**config.mk**
```make
export PLATFORM = sky130hd
export DESIGN_NAME = bram_sdp_arbiter
export DESIGN_NICKNAME = d
export VERILOG_FILES = /design/src/rtl/bram_sdp_arbiter.sv
export SDC_FILE = /design/constraint.sdc
export NUM_CORES = 1
export LEC_CHECK = 0
export CORE_MARGIN = 4
export CORE_UTILIZATION = 32
export DETAILED_ROUTE_END_ITERATION = 6
export GPL_TIMING_DRIVEN = 0
export PLACE_DENSITY = 0.95
export SYNTH_ARGS = -nofsm -noshare
export SYNTH_HDL_FRONTEND = slang
export SYNTH_SLANG_ARGS = --single-unit
export TNS_END_PERCENT = 5
```
**constraint.sdc**
```tcl
create_clock -name clk -period 3.5 [get_ports clk]
set_input_delay 0.875 -clock clk [delete_from_list [all_inputs] [get_ports clk]]
set_output_delay 0.875 -clock clk [all_outputs]
set_load 0.005 [all_outputs]
```
**src/rtl/bram_sdp_arbiter.sv**
```systemverilog
// rtl/bram_sdp_arbiter.sv - two-master round-robin arbiter for a simple-dual-port block RAM
// Reads and writes arbitrate independently; same-cycle read/write to one address is forwarded.
module bram_sdp_arbiter #(
  parameter int RAM_WIDTH    = 32,
  parameter int ADDR_WIDTH   = 10,
  parameter int READ_LATENCY = 1
) (
  input  logic                  clk,
  input  logic                  rstn,
  input  logic                  m0_req_valid,
  input  logic                  m0_req_we,
  input  logic [ADDR_WIDTH-1:0] m0_req_addr,
  input  logic [RAM_WIDTH-1:0]  m0_req_wdata,
  output logic                  m0_req_ready,
  output logic                  m0_resp_valid,
  output logic [RAM_WIDTH-1:0]  m0_resp_rdata,
  input  logic                  m1_req_valid,
  input  logic                  m1_req_we,
  input  logic [ADDR_WIDTH-1:0] m1_req_addr,
  input  logic [RAM_WIDTH-1:0]  m1_req_wdata,
  output logic                  m1_req_ready,
  output logic                  m1_resp_valid,
  output logic [RAM_WIDTH-1:0]  m1_resp_rdata,
  output logic [ADDR_WIDTH-1:0] bram_addr_w,
  output logic [RAM_WIDTH-1:0]  bram_din_w,
  output logic                  bram_we_w,
  output logic [ADDR_WIDTH-1:0] bram_addr_r,
  output logic                  bram_en_r,
  output logic                  bram_reg_ce_r,
  output logic                  bram_rst_r,
  input  logic [RAM_WIDTH-1:0]  bram_dout_r
);

  localparam int LAST = READ_LATENCY - 1;

  logic rd_c0, rd_c1, wr_c0, wr_c1;
  logic rd_g0, rd_g1, wr_g0, wr_g1;
  logic rd_sel1, wr_sel1;
  logic byp;
  logic rd_prio_q, rd_prio_d;
  logic wr_prio_q, wr_prio_d;
  logic [READ_LATENCY-1:0]                pv_q, pv_d;
  logic [READ_LATENCY-1:0]                pid_q, pid_d;
  logic [READ_LATENCY-1:0]                pb_q, pb_d;
  logic [READ_LATENCY-1:0][RAM_WIDTH-1:0] pd_q, pd_d;
  logic [RAM_WIDTH-1:0]                   rdata;
  logic                                   resp_v;

  // prio bit = 1 means master 1 wins contention
  always_comb begin
    rd_c0 = rstn & m0_req_valid & ~m0_req_we;
    rd_c1 = rstn & m1_req_valid & ~m1_req_we;
    wr_c0 = rstn & m0_req_valid & m0_req_we;
    wr_c1 = rstn & m1_req_valid & m1_req_we;
    rd_g0 = rd_c0 & (~rd_c1 | ~rd_prio_q);
    rd_g1 = rd_c1 & (~rd_c0 | rd_prio_q);
    wr_g0 = wr_c0 & (~wr_c1 | ~wr_prio_q);
    wr_g1 = wr_c1 & (~wr_c0 | wr_prio_q);
    rd_sel1 = rd_g1 | (~rd_g0 & rd_prio_q);
    wr_sel1 = wr_g1 | (~wr_g0 & wr_prio_q);

    m0_req_ready = rd_g0 | wr_g0;
    m1_req_ready = rd_g1 | wr_g1;
    bram_we_w    = wr_g0 | wr_g1;
    bram_addr_w  = wr_sel1 ? m1_req_addr : m0_req_addr;
    bram_din_w   = wr_sel1 ? m1_req_wdata : m0_req_wdata;
    bram_en_r    = rd_g0 | rd_g1;
    bram_addr_r  = rd_sel1 ? m1_req_addr : m0_req_addr;
    byp          = bram_we_w & bram_en_r & (bram_addr_w == bram_addr_r);

    rd_prio_d = rd_prio_q;
    if (rd_g0)      rd_prio_d = 1'b1;
    else if (rd_g1) rd_prio_d = 1'b0;
    wr_prio_d = wr_prio_q;
    if (wr_g0)      wr_prio_d = 1'b1;
    else if (wr_g1) wr_prio_d = 1'b0;
  end

  always_comb begin
    pv_d  = pv_q;
    pid_d = pid_q;
    pb_d  = pb_q;
    pd_d  = pd_q;
    pv_d[0]  = bram_en_r;
    pid_d[0] = rd_g1;
    pb_d[0]  = byp;
    pd_d[0]  = bram_din_w;
    for (int i = 1; i < READ_LATENCY; i++) begin
      pv_d[i]  = pv_q[i-1];
      pid_d[i] = pid_q[i-1];
      pb_d[i]  = pb_q[i-1];
      pd_d[i]  = pd_q[i-1];
    end
  end

  always_ff @(posedge clk) begin
    if (!rstn) begin
      rd_prio_q <= 1'b0;
      wr_prio_q <= 1'b0;
      pv_q      <= '0;
      pid_q     <= '0;
      pb_q      <= '0;
      pd_q      <= '0;
    end else begin
      rd_prio_q <= rd_prio_d;
      wr_prio_q <= wr_prio_d;
      pv_q      <= pv_d;
      pid_q     <= pid_d;
      pb_q      <= pb_d;
      pd_q      <= pd_d;
    end
  end

  // gating with rstn drops in-flight reads during the reset cycle itself
  always_comb begin
    rdata         = pb_q[LAST] ? pd_q[LAST] : bram_dout_r;
    resp_v        = pv_q[LAST] & rstn;
    m0_resp_valid = resp_v & ~pid_q[LAST];
    m1_resp_valid = resp_v & pid_q[LAST];
    m0_resp_rdata = m0_resp_valid ? rdata : '0;
    m1_resp_rdata = m1_resp_valid ? rdata : '0;
    bram_reg_ce_r = (READ_LATENCY == 2) ? (pv_q[0] & rstn) : 1'b0;
    bram_rst_r    = ~rstn;
  end

endmodule

```
==> results by stage <==
Critical path:
- In this run the worst path has a maximum fanout of 10.
- The worst path required time is 2.62 ns.
- The critical path startpoint is m0_req_we.
- The setup slack of the worst register-to-register path is 1.68 ns.
- The startpoint of the lowest-slack register-to-register path is wr_prio_q$_SDFFE_PN0P_.
- Grouping stages by cell kind, the critical path spends the most delay in buffers and inverters.
- The worst setup path is of the in -> out kind.
- The critical path runs through a total of 7 cells.
- The endpoint class of the critical path is an output pin.
- The critical path ends at bram_din_w[24].
- The critical path contains buffers and inverters numbering 4 combined.
- In this run the critical register-to-register path is captured at pd_q[26]$_SDFF_PN0_.
- On the worst path, the slowest cell contributes a delay of 0.45 ns.
- The standard cell with the maximum stage delay on the critical path is clkdlybuf4s50_1.
- The critical path goes through buf_2 -> and3b_2 -> a2bb2oi_4 -> buf_8 -> buf_12 -> mux2_4 -> clkdlybuf4s50_1.
- STA classifies the critical path startpoint as a primary input.
- The arrival time at the worst endpoint is 2.57 ns.
- The length in cells of the worst reg-to-reg path is 6.

Route:
- After detailed routing, the number of remaining DRC violations is 0.
- After detailed routing, the average wire length per cell comes to 17.8 um.
- The number of vias per cell is 4.69.
- For this block, the routed nets add up to 11.5 mm of wire.
- Summing over every cut layer, the via total after detailed routing is 3041.
- The post-route antenna net violation count is 0.
- Before antenna repair, the detailed router went through 4 iterations.
- The number of DRC markers in iteration 0 is 68.

Global routing:
- The layer flagged by global routing as most heavily used is met2.
- The total congestion overflow is 0.
- The via count of the first global-routing pass is 3340.
- The combined global-route utilization of all metal layers is 0.217.
- The maximum number of pins on one net before global-route repair is 12.
- The first global-routing pass estimated 17.1 mm of wire.
- In the global route stage, met2 resource usage came out at 0.430.
- The met1 demand-to-capacity share in global routing is 0.213.
- In the global route stage, met3 resource usage came out at 0.0771.
- The initial antenna violation count is 0.

Yosys:
- Of all flip-flops after synthesis, the portion carrying an async set or reset was 0.
- By area the synthesized netlist is led by dfxtp_1, mux2_4, mux2i_1.
- The count of mapped cells out of synthesis is 292.
- The dominant cell type by area after synthesis is dfxtp_1.
- Yosys mapped the design onto 33 distinct sky130hd cell types.
- The mean cell area of the mapped netlist is 9.29 sq um.
- In this run, synthesis produced a sequential element count of 37.
- The most common cell in the synthesized netlist is nor2_1.
- The total standard cell area after synthesis is 2710 sq um.
- Synthesis produced a netlist with a net count of 414.
- By count the netlist is led by nor2_1, dfxtp_1, mux2_4.
- Among all flip-flop cells after synthesis, the most frequent one is dfxtp_1.
- The total of warnings raised by yosys is 0.
- The area share of the leading cell type in the synthesized netlist is 0.273.
- The sequential cell area fraction in the yosys report is 0.273.
- The count of flip-flops with a built-in enable after synthesis is 0.

STA:
- The number of max-slew violations in the final report is 0.
- Of the available clock period, the critical path in the final layout requires 0.984.
- The worst hold slack after final layout is 0.601 ns.
- The fmax is 290 MHz.
- The hold violation total from the final report is 0.
- Setup repair after global routing left no endpoint under its margin.
- The worst clock skew on the final layout is 0.0116 ns.
- Counting I/O delays and the setup requirement, the final critical path takes 3.44 ns.
- The total setup violations reported at the end of the flow is 0.

Outcome:
- The run finished with clean final reports.

CTS:
- TritonCTS built the clock tree.
- The maximum clock insertion buffer count is 2.
- In this run the clock root is driven by a clkbuf_8.
- The clock slew seen by the registers of the worst setup and hold paths is 0.08 ns.
- CTS built an H-tree with a depth of 2.
- Buffers inserted to repair hold after CTS numbered 0.
- For the worst-skew pair, the clock arrives at the later sink with an insertion delay of 0.28 ns.
- The tree built by TritonCTS fans out to 37 sinks.
- The number of buffers created by CTS is 5.

Placement:
- The count of buffers added on input and output ports is 241.
- Routability-driven placement finished with a final weighted congestion of 0.863.
- The cell count after placement is 638.
- The wire-length estimate of the detail-placed layout is 9.84 mm.

Final layout:
- The number of antenna diodes in the final layout is 0.
- In the final layout, the share of cells above drive strength 1 is 0.145.
- Compared with the post-synthesis result, the final layout area differs by 104%.
- The number of nets in the layout is 665.
- The final non-filler cell total is 649.

Die:
- The initial cell density of the core is 0.330.
- 246 I/O pins were placed.
- The die width is 100 um.
- In this run the vertical extent of the chip is 100 um.
- The standard cell core area is 8220 sq um.
- The placement row count is 33.
- The floorplan die area is 10000 sq um.

Power:
- Power spread over the standard cell area amounts to 257 nW/um^2.
- The worst ir drop on vdd is 0.138 mV.
- In this run the static leakage power is 2.52 nW.

Min path:
- The path class of the tightest hold or removal check is reg -> reg.

Flow run:
- Max-cap violations in this run came to 0.
==> registers in the layout, indices dropped and copies added (netlist names) <==
register,count
pid_q,1
pd_q,32
wr_prio_q,1
pb_q,1
rd_prio_q,1
pv_q,1
==> worst register-to-register path: stages (launching register included) <==
cell and delay [ns]:
dfxtp_1 0.47, and3b_2 0.28, a2bb2oi_4 0.19, buf_8 0.14, buf_12 0.14, mux2_4 0.30
and2_1 0.18
==> per-stage QoR <==
step | area, sq um | utilization | setup slack [ns] | power, mW | setup TNS (ns)
floorplan | 2710 | - | 0.463 | 0.712 | 0
global placement | 5260 | 0.640 | -0.643 | 1.04 | -26.05
detailed placement | 5260 | 0.640 | -0.690 | 1.05 | -28.35
CTS | 5440 | 0.662 | 0.00457 | 1.45 | 0
global route | 5530 | 0.673 | 0.000372 | 1.49 | 0
finish | 5530 | 0.673 | 0.0555 | 1.42 | 0
==> power breakdown <==
part | internal [mW] | switching [mW] | leakage (nW) | total, mW
Combinational | 0.381 | 0.197 | 2.16 | 0.578
Clock | 0.232 | 0.144 | 0.0585 | 0.376
Sequential | 0.453 | 0.0132 | 0.308 | 0.466
==> cells in the final DEF, fill, tap and decap left out, drive strengths merged <==
cell / synthesis / routed
nand3b: 1 / 1
nor4: 2 / 2
o31a: 1 / 1
o211a: 1 / 1
nand2b: 2 / 2
nor3b: 1 / 1
or3: 1 / 1
dlymetal6s2s: 0 / 34
mux2: 52 / 52
dfxtp: 37 / 37
conb: 1 / 1
nand3: 4 / 4
nand4: 2 / 2
dlygate4sd2: 0 / 5
mux2i: 32 / 32
xor2: 10 / 10
clkbuf: 11 / 18
o211ai: 1 / 1
nor3: 1 / 1
clkdlybuf4s15: 0 / 1
and2: 32 / 32
nand2: 4 / 4
a21oi: 5 / 5
xnor2: 2 / 2
clkdlybuf4s50: 0 / 200
o32a: 1 / 1
and3b: 2 / 2
o21ai: 1 / 1
buf: 12 / 16
a31oi: 1 / 1
bufinv: 0 / 1
a2bb2oi: 1 / 1
inv: 4 / 4
nor2: 67 / 67
==> final cells by class <==
cell class | instances | area [sq um]
repair buffers | 244 | 2530
plain buffers | 23 | 161
fillers | 630 | 2690
multi-input cells | 228 | 1830
well taps | 105 | 131
clock inverters | 1 | 30.0
inverters | 4 | 15.0
flip-flops and latches | 37 | 741
clock buffers | 7 | 86.3
==> kinds of logic after synthesis <==
logic type             synth area share
AO/OA/AOI/OAI                    0.0364
XOR/XNOR                         0.0387
buffers and inverters            0.0562
flip-flops                        0.273
multiplexers                      0.385
other                           0.00138
AND/OR/NAND/NOR                   0.209
==> repair_timing <==
action / 4_1_cts / 5_1_grt
pin swaps: 2 / 3
endpoints found under the setup margin: 52 / 42
endpoints found under the hold margin: 0 / 0
resized for setup: 20 / 34
buffers inserted: 3 / 0
==> worst min-delay path by stage <==
stage,start,end,slack (ns),cells after the start
6_report,rd_prio_q$_SDFFE_PN0N_,rd_prio_q$_SDFFE_PN0N_,0.60,2
5_1_grt,rd_prio_q$_SDFFE_PN0N_,rd_prio_q$_SDFFE_PN0N_,0.63,2
4_1_cts,rd_prio_q$_SDFFE_PN0N_,rd_prio_q$_SDFFE_PN0N_,0.60,2
3_5_place_dp,rd_prio_q$_SDFFE_PN0N_,rd_prio_q$_SDFFE_PN0N_,0.58,2
3_3_place_gp,rd_prio_q$_SDFFE_PN0N_,rd_prio_q$_SDFFE_PN0N_,0.54,2
2_1_floorplan,rd_prio_q$_SDFFE_PN0N_,rd_prio_q$_SDFFE_PN0N_,0.52,2
==> routing by layer <==
layer  up-vias  share of wire
li1       1476              -
met1      1403           0.35
met2       147           0.54
met3        15          0.094
met4         0          0.016
met5         -              0
Power figures use the tool's default switching activity.
